[src/rtl/fft_axil_cfg_regs_if.sv]
// AXI4-Lite bus bundle between the host interconnect and the FFT configuration register file.
interface fft_axil_cfg_regs_if #(
   parameter int ADDR_WIDTH = 32,
   parameter int DATA_WIDTH = 64
);
   localparam int STRB_WIDTH = DATA_WIDTH / 8;

   logic [ADDR_WIDTH-1:0] awaddr;
   logic                  awvalid;
   logic                  awready;
   logic [DATA_WIDTH-1:0] wdata;
   logic [STRB_WIDTH-1:0] wstrb;
   logic                  wvalid;
   logic                  wready;
   logic [1:0]            bresp;
   logic                  bvalid;
   logic                  bready;
   logic [ADDR_WIDTH-1:0] araddr;
   logic                  arvalid;
   logic                  arready;
   logic [DATA_WIDTH-1:0] rdata;
   logic [1:0]            rresp;
   logic                  rvalid;
   logic                  rready;

   modport master (
      output awaddr, awvalid, wdata, wstrb, wvalid, bready, araddr, arvalid, rready,
      input  awready, wready, bresp, bvalid, arready, rdata, rresp, rvalid
   );

   modport slave (
      input  awaddr, awvalid, wdata, wstrb, wvalid, bready, araddr, arvalid, rready,
      output awready, wready, bresp, bvalid, arready, rdata, rresp, rvalid
   );
endinterface

[src/rtl/fft_axil_cfg_regs.sv]
// AXI4-Lite configuration/status register file in front of the FFT core: buffer descriptors,
// transform options, start pulse generation, busy/done tracking and the level interrupt.
module fft_axil_cfg_regs #(
   parameter int AXIL_DATA_WIDTH = 64,
   parameter int AXIL_ADDR_WIDTH = 32,
   parameter int TOP_LEN_WIDTH   = 20,
   parameter int NUM_REGISTER    = 5
) (
   input  logic                     clk,
   input  logic                     rst,
   fft_axil_cfg_regs_if.slave       s_axil,
   output logic [31:0]              cfg_src_addr,
   output logic [TOP_LEN_WIDTH-1:0] cfg_src_len,
   output logic [31:0]              cfg_dst_addr,
   output logic [TOP_LEN_WIDTH-1:0] cfg_dst_len,
   output logic                     cfg_inverse,
   output logic [3:0]               cfg_log2n,
   output logic                     core_start,
   input  logic                     core_done,
   output logic                     interrupt_out
);
   localparam int STRB_WIDTH = AXIL_DATA_WIDTH / 8;
   localparam logic [3:0] IDX_CTRL   = 4'd0;
   localparam logic [3:0] IDX_SRC    = 4'd1;
   localparam logic [3:0] IDX_DST    = 4'd2;
   localparam logic [3:0] IDX_CFG    = 4'd3;
   localparam logic [3:0] IDX_IRQCLR = 4'd4;
   localparam logic [1:0] RESP_OKAY   = 2'b00;
   localparam logic [1:0] RESP_SLVERR = 2'b10;

   typedef logic [NUM_REGISTER-1:0][AXIL_DATA_WIDTH-1:0] reg_img_t;

   // Write channel state
   logic                       aw_hold, w_hold, bvalid_q;
   logic [1:0]                 bresp_q;
   logic [3:0]                 aw_idx_q;
   logic [AXIL_DATA_WIDTH-1:0] w_data_q;
   logic [STRB_WIDTH-1:0]      w_strb_q;
   // Read channel state
   logic                       rvalid_q;
   logic [1:0]                 rresp_q;
   logic [AXIL_DATA_WIDTH-1:0] rdata_q;
   // Register contents and status
   logic [31:0]                src_addr_q, dst_addr_q;
   logic [TOP_LEN_WIDTH-1:0]   src_len_q, dst_len_q;
   logic [3:0]                 log2n_q;
   logic                       inverse_q, busy_q, irq_q, core_start_q;

   logic                       aw_fire, w_fire, commit, wr_idx_ok, ar_fire, rd_idx_ok;
   logic                       start_cmd, clr_cmd, irqclr_cmd, start_ok, unused_bits;
   logic [3:0]                 wr_idx, rd_idx;
   logic [STRB_WIDTH-1:0]      wr_strb;
   logic [AXIL_DATA_WIDTH-1:0] wr_data, wr_mask, wr_merged;
   reg_img_t                   reg_img;

   function automatic logic [AXIL_DATA_WIDTH-1:0] sel_reg(input logic [3:0] idx, input reg_img_t img);
      sel_reg = '0;
      for (int i = 0; i < NUM_REGISTER; i++)
         if (idx == 4'(i)) sel_reg = img[i];
   endfunction

   // Read-back images; bits with no storage read as zero
   assign reg_img = {{63'b0, irq_q},
                     {59'b0, log2n_q, inverse_q},
                     {dst_addr_q, {(32 - TOP_LEN_WIDTH){1'b0}}, dst_len_q},
                     {src_addr_q, {(32 - TOP_LEN_WIDTH){1'b0}}, src_len_q},
                     {62'b0, busy_q, irq_q}};

   // A write commits on the edge where its last half (AW or W) is accepted
   assign aw_fire   = s_axil.awvalid & ~aw_hold;
   assign w_fire    = s_axil.wvalid & ~w_hold;
   assign commit    = (aw_hold | aw_fire) & (w_hold | w_fire) & ~bvalid_q;
   assign wr_idx    = aw_hold ? aw_idx_q : s_axil.awaddr[6:3];
   assign wr_data   = w_hold ? w_data_q : s_axil.wdata;
   assign wr_strb   = w_hold ? w_strb_q : s_axil.wstrb;
   assign wr_idx_ok = wr_idx < 4'(NUM_REGISTER);

   assign start_cmd  = commit & (wr_idx == IDX_CTRL) & wr_strb[0] & wr_data[1];
   assign clr_cmd    = commit & (wr_idx == IDX_CTRL) & wr_strb[0] & wr_data[0];
   assign irqclr_cmd = commit & (wr_idx == IDX_IRQCLR);
   assign start_ok   = start_cmd & ~busy_q;

   // Merge strobed write bytes over the current register image
   always_comb begin
      // NOTE: every always_comb output gets a default before any loop/branch, so no latch can be inferred.
      wr_mask = '0;
      for (int b = 0; b < STRB_WIDTH; b++) wr_mask[8*b +: 8] = {8{wr_strb[b]}};
      wr_merged = (sel_reg(wr_idx, reg_img) & ~wr_mask) | (wr_data & wr_mask);
   end

   // Write handshake tracking, response generation and configuration register updates
   always_ff @(posedge clk) begin
      // NOTE: non-blocking assignments so every flop here samples pre-edge values regardless of statement order.
      if (rst) begin
         aw_hold    <= 1'b0;
         w_hold     <= 1'b0;
         bvalid_q   <= 1'b0;
         bresp_q    <= RESP_OKAY;
         src_addr_q <= '0;
         src_len_q  <= '0;
         dst_addr_q <= '0;
         dst_len_q  <= '0;
         log2n_q    <= '0;
         inverse_q  <= 1'b0;
      end else begin
         if (aw_fire) aw_hold <= 1'b1;
         if (w_fire)  w_hold  <= 1'b1;
         if (commit) begin
            bvalid_q <= 1'b1;
            bresp_q  <= wr_idx_ok ? RESP_OKAY : RESP_SLVERR;
            case (wr_idx)
               IDX_SRC: begin
                  src_addr_q <= wr_merged[63:32];
                  src_len_q  <= wr_merged[TOP_LEN_WIDTH-1:0];
               end
               IDX_DST: begin
                  dst_addr_q <= wr_merged[63:32];
                  dst_len_q  <= wr_merged[TOP_LEN_WIDTH-1:0];
               end
               IDX_CFG: begin
                  log2n_q   <= wr_merged[4:1];
                  inverse_q <= wr_merged[0];
               end
               default: ;
            endcase
         end else if (bvalid_q && s_axil.bready) begin
            bvalid_q <= 1'b0;
            aw_hold  <= 1'b0;
            w_hold   <= 1'b0;
         end
      end
   end

   // Capture address/data of a half-accepted write until its partner arrives
   always_ff @(posedge clk) begin
      // NOTE: these capture registers are only consumed while their hold flag is set, so they carry no reset.
      if (aw_fire) aw_idx_q <= s_axil.awaddr[6:3];
      if (w_fire) begin
         w_data_q <= s_axil.wdata;
         w_strb_q <= s_axil.wstrb;
      end
   end

   // Busy/irq tracking and the start pulse; core completion outranks any clear
   always_ff @(posedge clk) begin
      if (rst) begin
         busy_q       <= 1'b0;
         irq_q        <= 1'b0;
         core_start_q <= 1'b0;
      end else begin
         core_start_q <= start_ok;
         if (core_done)                 irq_q <= 1'b1;
         else if (clr_cmd | irqclr_cmd) irq_q <= 1'b0;
         if (start_ok)                  busy_q <= 1'b1;
         else if (core_done | clr_cmd)  busy_q <= 1'b0;
      end
   end

   assign rd_idx    = s_axil.araddr[6:3];
   assign rd_idx_ok = rd_idx < 4'(NUM_REGISTER);
   assign ar_fire   = s_axil.arvalid & ~rvalid_q;

   // Read channel: register the addressed image on AR handshake, hold until accepted
   always_ff @(posedge clk) begin
      if (rst) begin
         rvalid_q <= 1'b0;
         rresp_q  <= RESP_OKAY;
         rdata_q  <= '0;
      end else if (ar_fire) begin
         rvalid_q <= 1'b1;
         rresp_q  <= rd_idx_ok ? RESP_OKAY : RESP_SLVERR;
         rdata_q  <= sel_reg(rd_idx, reg_img);
      end else if (rvalid_q && s_axil.rready) begin
         rvalid_q <= 1'b0;
      end
   end

   assign s_axil.awready = ~aw_hold;
   assign s_axil.wready  = ~w_hold;
   assign s_axil.bvalid  = bvalid_q;
   assign s_axil.bresp   = bresp_q;
   assign s_axil.arready = ~rvalid_q;
   assign s_axil.rvalid  = rvalid_q;
   assign s_axil.rresp   = rresp_q;
   assign s_axil.rdata   = rdata_q;

   assign cfg_src_addr  = src_addr_q;
   assign cfg_src_len   = src_len_q;
   assign cfg_dst_addr  = dst_addr_q;
   assign cfg_dst_len   = dst_len_q;
   assign cfg_inverse   = inverse_q;
   assign cfg_log2n     = log2n_q;
   assign core_start    = core_start_q;
   assign interrupt_out = irq_q;

   // Address bits outside the register index and merged bits without storage are intentionally ignored
   assign unused_bits = ^{s_axil.awaddr[AXIL_ADDR_WIDTH-1:7], s_axil.awaddr[2:0],
                          s_axil.araddr[AXIL_ADDR_WIDTH-1:7], s_axil.araddr[2:0], wr_merged};
endmodule

[src/flat_wrapper.sv]
// flat-port wrapper written by rule: the top's interface ports become plain ports
module fft_axil_cfg_regs_flat 
#(
   parameter int AXIL_DATA_WIDTH = 64,
   parameter int AXIL_ADDR_WIDTH = 32,
   parameter int TOP_LEN_WIDTH   = 20,
   parameter int NUM_REGISTER    = 5
)
  (clk, rst, cfg_src_addr, cfg_src_len, cfg_dst_addr, cfg_dst_len, cfg_inverse, cfg_log2n, core_start, core_done, interrupt_out, s_axil_awaddr, s_axil_awvalid, s_axil_wdata, s_axil_wstrb, s_axil_wvalid, s_axil_bready, s_axil_araddr, s_axil_arvalid, s_axil_rready, s_axil_awready, s_axil_wready, s_axil_bresp, s_axil_bvalid, s_axil_arready, s_axil_rdata, s_axil_rresp, s_axil_rvalid);
  fft_axil_cfg_regs_if s_axil_i ();
  input  logic clk;
  input  logic rst;
  output logic [31:0] cfg_src_addr;
  output logic [TOP_LEN_WIDTH-1:0] cfg_src_len;
  output logic [31:0] cfg_dst_addr;
  output logic [TOP_LEN_WIDTH-1:0] cfg_dst_len;
  output logic cfg_inverse;
  output logic [3:0] cfg_log2n;
  output logic core_start;
  input  logic core_done;
  output logic interrupt_out;
  input wire logic [$bits(s_axil_i.awaddr)-1:0] s_axil_awaddr;
  input wire logic [$bits(s_axil_i.awvalid)-1:0] s_axil_awvalid;
  input wire logic [$bits(s_axil_i.wdata)-1:0] s_axil_wdata;
  input wire logic [$bits(s_axil_i.wstrb)-1:0] s_axil_wstrb;
  input wire logic [$bits(s_axil_i.wvalid)-1:0] s_axil_wvalid;
  input wire logic [$bits(s_axil_i.bready)-1:0] s_axil_bready;
  input wire logic [$bits(s_axil_i.araddr)-1:0] s_axil_araddr;
  input wire logic [$bits(s_axil_i.arvalid)-1:0] s_axil_arvalid;
  input wire logic [$bits(s_axil_i.rready)-1:0] s_axil_rready;
  output wire logic [$bits(s_axil_i.awready)-1:0] s_axil_awready;
  output wire logic [$bits(s_axil_i.wready)-1:0] s_axil_wready;
  output wire logic [$bits(s_axil_i.bresp)-1:0] s_axil_bresp;
  output wire logic [$bits(s_axil_i.bvalid)-1:0] s_axil_bvalid;
  output wire logic [$bits(s_axil_i.arready)-1:0] s_axil_arready;
  output wire logic [$bits(s_axil_i.rdata)-1:0] s_axil_rdata;
  output wire logic [$bits(s_axil_i.rresp)-1:0] s_axil_rresp;
  output wire logic [$bits(s_axil_i.rvalid)-1:0] s_axil_rvalid;
  assign s_axil_i.awaddr = s_axil_awaddr;
  assign s_axil_i.awvalid = s_axil_awvalid;
  assign s_axil_i.wdata = s_axil_wdata;
  assign s_axil_i.wstrb = s_axil_wstrb;
  assign s_axil_i.wvalid = s_axil_wvalid;
  assign s_axil_i.bready = s_axil_bready;
  assign s_axil_i.araddr = s_axil_araddr;
  assign s_axil_i.arvalid = s_axil_arvalid;
  assign s_axil_i.rready = s_axil_rready;
  assign s_axil_awready = s_axil_i.awready;
  assign s_axil_wready = s_axil_i.wready;
  assign s_axil_bresp = s_axil_i.bresp;
  assign s_axil_bvalid = s_axil_i.bvalid;
  assign s_axil_arready = s_axil_i.arready;
  assign s_axil_rdata = s_axil_i.rdata;
  assign s_axil_rresp = s_axil_i.rresp;
  assign s_axil_rvalid = s_axil_i.rvalid;
  fft_axil_cfg_regs #(.AXIL_DATA_WIDTH(AXIL_DATA_WIDTH), .AXIL_ADDR_WIDTH(AXIL_ADDR_WIDTH), .TOP_LEN_WIDTH(TOP_LEN_WIDTH), .NUM_REGISTER(NUM_REGISTER)) u_core (.clk(clk), .rst(rst), .s_axil(s_axil_i), .cfg_src_addr(cfg_src_addr), .cfg_src_len(cfg_src_len), .cfg_dst_addr(cfg_dst_addr), .cfg_dst_len(cfg_dst_len), .cfg_inverse(cfg_inverse), .cfg_log2n(cfg_log2n), .core_start(core_start), .core_done(core_done), .interrupt_out(interrupt_out));
endmodule
[config.mk]
export PLATFORM = sky130hd
export DESIGN_NAME = fft_axil_cfg_regs_flat
export DESIGN_NICKNAME = d
export VERILOG_FILES = /design/src/rtl/fft_axil_cfg_regs_if.sv /design/src/rtl/fft_axil_cfg_regs.sv /design/src/flat_wrapper.sv
export SDC_FILE = /design/constraint.sdc
export NUM_CORES = 1
export LEC_CHECK = 0
export ABC_CLOCK_PERIOD_IN_PS = 4100
export CORE_UTILIZATION = 25
export CTS_BUF_LIST = sky130_fd_sc_hd__clkbuf_8
export CTS_CLUSTER_SIZE = 14
export DETAILED_ROUTE_END_ITERATION = 10
export PLACE_DENSITY = 0.58
export RECOVER_POWER = 50
export SLEW_MARGIN = 10
export SYNTH_ARGS = -nofsm -noshare
export SYNTH_HDL_FRONTEND = slang
export SYNTH_SLANG_ARGS = --single-unit
[constraint.sdc]
create_clock -name clk -period 4.1 [get_ports clk]
set_input_delay 0.41 -clock clk [delete_from_list [all_inputs] [get_ports clk]]
set_output_delay 0.41 -clock clk [all_outputs]
set_load 0.05 [all_outputs]
==> out/qor.json, run 1 <==
{
  "postSynthRegisterBits": 233,
  "irDropWorstVdd_mv": 0.183,
  "cts.reportedPaths.clkPinSlew_ps": 60,
  "skew_ps": 16.7,
  "critical_path.max_stage_delay_ps": 910,
  "worst-path-stages": 3,
  "rr_endpoint": "u_core.cfg_dst_addr[24]",
  "synth_ff_type": "sky130_fd_sc_hd__dfxtp_1",
  "unrepaired_setup_endpoints_after_global_routing": "no",
  "hpwlAfterDp_um": 22600,
  "cts_max_level": 2,
  "cap_violations": 3,
  "number_of_antenna_violations_at_the_first_check_in_global_routing": 4,
  "number_of_global_route_vias_before_repair": 8832,
  "setup.worst_path.class": "flop to output pin",
  "rrSetupSlack_ps": 1190,
  "violations_in_the_final_reports": "max-capacitance violations, max-slew violations",
  "clk_root_buffer_cell": "sky130_fd_sc_hd__clkbuf_8",
  "highest_count_cells_in_the_layout_ignoring_fill_and_taps": "223 x sky130_fd_sc_hd__nor2_1, 170 x sky130_fd_sc_hd__dfxtp_1, 151 x sky130_fd_sc_hd__dlygate4sd3_1, 92 x sky130_fd_sc_hd__clkdlybuf4s50_1, 63 x sky130_fd_sc_hd__edfxtp_1",
  "avgSynthCellArea_um2": 10.2,
  "worst-endpoint-required_ps": 3690,
  "power.static_leakage_nw": 5.01,
  "maxSlewHeadroom_pct": -53.2,
  "min_path_cells": 2,
  "mappedNetlistArea_um2": 10400,
  "cts_resized": 0,
  "synth-edff-count": 63,
  "yosys_cell_types": 47,
  "drt_first_pass_iters": 5,
  "average_wire_per_standard_cell_um": 19.3,
  "setup_violations": 0,
  "final_hold_viol_count": 0,
  "die_area_um2": 42500,
  "layout.cells.most_common": "sky130_fd_sc_hd__nor2_1",
  "worst_path_cell_with_the_longest_stage_delay": "sky130_fd_sc_hd__dfxtp_1",
  "layout-area-overhead-vs-synth_pct": 36.2,
  "routed_wl_um": 35100,
  "cpLargestDelayFamily": "buffers and inverters",
  "global_route.usage.total_pct": 16.4,
  "postCtsHoldBufs": 0,
  "powerDensity_nw_per_um2": 386,
  "timing_worst_slew_pin_value_ps": 2300,
  "initial_util_pct": 25.5,
  "post-route-drc-count": 0,
  "antenna_violating_nets_post_route": 0,
  "critical_path.max_fanout": 22,
  "timing.critical_path.cells": "buf_4 -> inv_1 -> clkdlybuf4s50_1",
  "gp_congestion": 0.842,
  "cts-buffers-inserted": 43,
  "ys_seq_area_share_pct": 50.8,
  "synthCells": 1025,
  "finalNetCount": 1392,
  "cts.path.max_buffers": 3,
  "worst-path-buf-inv": 3,
  "route.detailed.vias_per_inst": 4.95,
  "placement.cell_area_um2": 13300,
  "finalCriticalPeriod_ps": 3260,
  "critPathLaunch": "u_core.w_hold",
  "final.period_utilization_pct": 79.5,
  "detailedRoute.firstIterationViolations": 536,
  "grt_start_max_net_pins": 105,
  "hp-class": "input pin to flop",
  "tritoncts": "built",
  "grt_pass1_wl_um": 52900,
  "run_status": "finished with violations",
  "layout.core_utilization_pct": 34.7,
  "num_io_pins": 328,
  "overflow": 0,
  "die_w_um": 206,
  "layout-drive-gt1-share_pct": 11.1,
  "fp.dieH_um": 206,
  "hold-worst-slack_ps": 384,
  "cts_sinks": 233,
  "endpoint": "s_axil_wready",
  "port_buffers": 244,
  "final-max-slew-violation-count": 153,
  "tns_ps": 0,
  "critical_path_arrival_ps": 2850,
  "vias": 8992,
  "placementRows": 74,
  "async_reset_ff_share_pct": 0,
  "ff2ff_path_depth": 6,
  "timing.critical_path.to_type": "output pin",
  "fin_area_um2": 14200,
  "core-area_um2": 40900,
  "synth.yosys.warnings": 0,
  "cts.repair_timing.setup_buffer_count": 0,
  "max_clock_freq_mhz": 307,
  "min-delay-start": "s_axil_rready",
  "timing.rr.start": "u_core.w_hold",
  "worstSkewPairLatency_ps": 580,
  "worst_setup_path_start_kind": "flop"
}
how the worst min path moves through the flow:
stage	endpoint	slack, ps
6_report	u_core.s_axil.rvalid	380
5_1_grt	u_core.s_axil.rvalid	350
4_1_cts	u_core.s_axil.rdata[40]	300
3_5_place_dp	u_core.s_axil.bresp[1]	450
3_3_place_gp	u_core.s_axil.bresp[1]	450
2_1_floorplan	u_core.aw_idx_q[0]	510
sequential cells by signal, indices dropped and copies added (netlist names):
register / count
u_core.busy_q: 1
u_core.cfg_dst_len: 20
u_core.s_axil.rvalid: 1
u_core.cfg_src_len: 20
u_core.aw_hold: 1
u_core.interrupt_out: 1
u_core.core_start: 1
u_core.s_axil.rdata: 52
u_core.cfg_dst_addr: 32
u_core.cfg_inverse: 1
u_core.cfg_log2n: 4
u_core.w_hold: 1
u_core.w_strb_q: 7
u_core.s_axil.bresp: 1
u_core.aw_idx_q: 4
u_core.s_axil.bvalid: 1
u_core.w_data_q: 52
u_core.cfg_src_addr: 32
u_core.s_axil.rresp: 1
synth_stat cells (2+ instances only):
| cell | count | area share, % |
|---|---|---|
| sky130_fd_sc_hd__nor2_1 | 223 | 8.0 |
| sky130_fd_sc_hd__dfxtp_1 | 170 | 33 |
| sky130_fd_sc_hd__edfxtp_1 | 63 | 18 |
| sky130_fd_sc_hd__a211oi_1 | 61 | 4.4 |
| sky130_fd_sc_hd__a21oi_1 | 60 | 2.9 |
| sky130_fd_sc_hd__mux2i_1 | 59 | 5.7 |
| sky130_fd_sc_hd__a22oi_1 | 53 | 3.8 |
| sky130_fd_sc_hd__a22o_1 | 50 | 4.2 |
| sky130_fd_sc_hd__a2bb2oi_1 | 47 | 4.0 |
| sky130_fd_sc_hd__clkbuf_1 | 40 | 1.4 |
| sky130_fd_sc_hd__a211oi_2 | 38 | 4.6 |
| sky130_fd_sc_hd__buf_2 | 36 | 1.7 |
| sky130_fd_sc_hd__buf_4 | 23 | 1.7 |
| sky130_fd_sc_hd__o21ai_0 | 17 | 0.82 |
| sky130_fd_sc_hd__nand2_1 | 12 | 0.43 |
| sky130_fd_sc_hd__nor3_1 | 11 | 0.53 |
| sky130_fd_sc_hd__mux2_2 | 8 | 0.86 |
| sky130_fd_sc_hd__inv_1 | 7 | 0.25 |
| sky130_fd_sc_hd__a311oi_1 | 6 | 0.50 |
| sky130_fd_sc_hd__nor2b_1 | 5 | 0.30 |
| sky130_fd_sc_hd__buf_6 | 3 | 0.32 |
| sky130_fd_sc_hd__buf_1 | 2 | 0.072 |
| sky130_fd_sc_hd__nand3_1 | 2 | 0.096 |
| sky130_fd_sc_hd__nand4b_1 | 2 | 0.17 |
| sky130_fd_sc_hd__nor3b_1 | 2 | 0.14 |
| sky130_fd_sc_hd__nor4b_2 | 2 | 0.29 |
| sky130_fd_sc_hd__o2111ai_1 | 2 | 0.17 |
| sky130_fd_sc_hd__or2_2 | 2 | 0.12 |
where the power goes:
| group | switching (W) | internal [W] |
|---|---|---|
| Combinational | 0.000485 | 0.000247 |
| Clock | 0.00103 | 0.00121 |
| Sequential | 0.0000558 | 0.00244 |
| Total | 0.00157 | 0.00390 |
worst register-to-register path, delay by kind of cell, from the launching register on:
family | cells | cell delay (ps)
and+or+nand+nor | 4 | 1150
DFF | 1 | 910
buffers and inverters | 1 | 560
AOI/OAI and AO/OA | 1 | 220
metrics by stage:
stage	worst slack [ps]	total power, W	cells
3_3_place_gp	1150	0.00329	1735
4_1_cts	1220	0.00559	1815
5_1_grt	615	0.00573	1818
3_5_place_dp	1190	0.00330	1735
6_report	841	0.00548	1818
2_1_floorplan	150	0.00302	1038
per-layer routing:
layer | global-route usage, % | vias up | wire [um]
met4 | 7.04 | 2 | 966
met1 | 20.4 | 4354 | 15200
met5 | 0 | - | 10
met3 | 4.21 | 55 | 2470
li1 | - | 4256 | -
met2 | 26.7 | 325 | 16500
kinds of logic (layout without fill, tap and decap cells):
| group | Yosys count | in the layout | share of synthesized area (%) |
|---|---|---|---|
| other | 1 | 17 | 0.0360 |
| and+or+nand+nor | 271 | 271 | 11.0 |
| muxes | 68 | 68 | 6.75 |
| DFF | 233 | 233 | 50.8 |
| AOI/OAI and AO/OA | 341 | 341 | 25.9 |
| buffers and inverters | 111 | 356 | 5.48 |
layout make-up:
cell class              instances  area [um2]
flip-flops and latches        233        5300
clock buffers                  52         716
clock inverters                28         141
repair buffers                269        2680
multi-input cells             694        4660
inverters                       7        26.3
well taps                     532         666
diodes                          3        7.51
fillers                      4131       26700
Note: power is estimated with default switching activity, not from simulation.
==> inputs of run 2 (changes only) <==
ABC_CLOCK_PERIOD_IN_PS = 3030   (was 4100)
PLACE_DENSITY = 0.56   (was 0.58)
clock period = 3.03 ns   (was 4.1 ns; I/O delays follow)
==> out/qor.json, run 2 (synthesis results as in run 1) <==
{
  "run_status": "finished with violations",
  "violations_in_the_final_reports": "max-capacitance violations, max-slew violations",
  "vias": 9074,
  "worst_path_cell_with_the_longest_stage_delay": "sky130_fd_sc_hd__clkdlybuf4s50_1",
  "power.static_leakage_nw": 4.91,
  "route.detailed.vias_per_inst": 4.94,
  "die_area_um2": 42500,
  "detailedRoute.firstIterationViolations": 406,
  "powerDensity_nw_per_um2": 522,
  "num_io_pins": 328,
  "tns_ps": 0,
  "final_hold_viol_count": 0,
  "gp_congestion": 0.790,
  "cts.path.max_buffers": 3,
  "multi_input_area_um2": 4650,
  "placementRows": 74,
  "maxSlewHeadroom_pct": -54.5,
  "fp.dieH_um": 206,
  "tritoncts": "built",
  "worstSkewPairLatency_ps": 590,
  "timing.critical_path.cells": "buf_4 -> inv_1 -> clkdlybuf4s50_1",
  "min_path_cells": 2,
  "critical_path.max_stage_delay_ps": 690,
  "critical_path_arrival_ps": 2350,
  "cts.reportedPaths.clkPinSlew_ps": 60,
  "report.power.total_w": 0.00745,
  "critical_path.max_fanout": 11,
  "cap_violations": 1,
  "global_route.usage.total_pct": 16.3,
  "timing.critical_path.to_type": "output pin",
  "average_wire_per_standard_cell_um": 19.1,
  "ff2ff_path_depth": 3,
  "overflow": 0,
  "antenna_violating_nets_post_route": 0,
  "routed_wl_um": 35100,
  "post-route-drc-count": 0,
  "grt_start_max_net_pins": 105,
  "grt_pass1_wl_um": 53200,
  "skew_ps": 15.1,
  "fillerInstances": 4138,
  "number_of_global_route_vias_before_repair": 8906,
  "hold-worst-slack_ps": 307,
  "port_buffers": 244,
  "hpwlAfterDp_um": 23100,
  "setup_violations": 0,
  "finalNetCount": 1408,
  "unrepaired_setup_endpoints_after_global_routing": "no",
  "drt_first_pass_iters": 4,
  "hp-class": "input pin to flop",
  "cts-buffers-inserted": 44,
  "worst-endpoint-required_ps": 2730,
  "die_w_um": 206,
  "timing_worst_slew_pin_value_ps": 2320,
  "cts.repair_timing.setup_buffer_count": 0,
  "layout.area.seq_um2": 5300,
  "layout-area-overhead-vs-synth_pct": 37.0,
  "core-area_um2": 40900,
  "irDropWorstVdd_mv": 0.259,
  "layout.cells.most_common": "sky130_fd_sc_hd__nor2_1",
  "initial_util_pct": 25.5,
  "highest_count_cells_in_the_layout_ignoring_fill_and_taps": "223 x sky130_fd_sc_hd__nor2_1, 170 x sky130_fd_sc_hd__dfxtp_1, 134 x sky130_fd_sc_hd__clkdlybuf4s50_1, 109 x sky130_fd_sc_hd__dlygate4sd3_1, 63 x sky130_fd_sc_hd__edfxtp_1",
  "cts_resized": 0,
  "final-max-slew-violation-count": 87,
  "number_of_antenna_violations_at_the_first_check_in_global_routing": 10,
  "place.detailed.instances": 1750,
  "non_filler_instance_count_after_layout": 1835,
  "finalCriticalPeriod_ps": 2660,
  "clk_root_buffer_cell": "sky130_fd_sc_hd__clkbuf_8",
  "worst_setup_path_start_kind": "flop",
  "cts_sinks": 233,
  "cts_max_level": 2,
  "postCtsHoldBufs": 0,
  "setup.worst_path.class": "flop to output pin",
  "max_clock_freq_mhz": 377,
  "layout-drive-gt1-share_pct": 12.2,
  "final.period_utilization_pct": 87.7
}
run 2: cell type report:
cell class                 count  share of cell area (%)
tap                          532                    4.66
sequential                   233                    37.1
clock inverter                21                   0.605
clock buffer                  57                    5.49
antenna                        7                   0.123
multi-input combinational    694                    32.6
inverter                       7                   0.184
timing repair buffer         284                    19.3
run 2: worst paths after layout:
path / slack (ps) / to / start
worst max register to register: 480 / u_core.w_data_q[55] / u_core.w_hold
worst max-delay path: 370 / s_axil_wready / u_core.w_hold
worst min register to register: 480 / u_core.s_axil.bresp[1] / u_core.s_axil.bresp[1]
worst min-delay path: 310 / u_core.s_axil.rvalid / s_axil_rready
run 2: metal layers:
| metal | global-route usage (%) | vias up | part of all wire, % |
|---|---|---|---|
| met5 | 0 | - | 0.11 |
| met4 | 6.14 | 6 | 2.5 |
| met3 | 3.78 | 62 | 6.2 |
| met2 | 25.8 | 275 | 45 |
| met1 | 21.4 | 4445 | 46 |
| li1 | - | 4286 | - |
run 2: per-stage QoR:
| stage | worst slack, ps | util, % | area (um2) |
|---|---|---|---|
| after floorplan | 214 | - | 10500 |
| after global placement | 487 | 32.9 | 13500 |
| after detailed placement | 442 | 32.9 | 13500 |
| after CTS | 540 | 35.0 | 14300 |
| after global routing | 234 | 34.9 | 14300 |
| final | 374 | 34.9 | 14300 |
run 2: critical path: cells and delay by family, from the launching register on:
kind	cells	cell delay, ps
buffers and inverters	3	1100
flip-flops	1	660
run 2: power by group:
group,switching (W),internal [W],total (W)
Clock,0.00139,0.00168,0.00307
Sequential,0.0000718,0.00331,0.00338
Combinational,0.000665,0.000343,0.00101
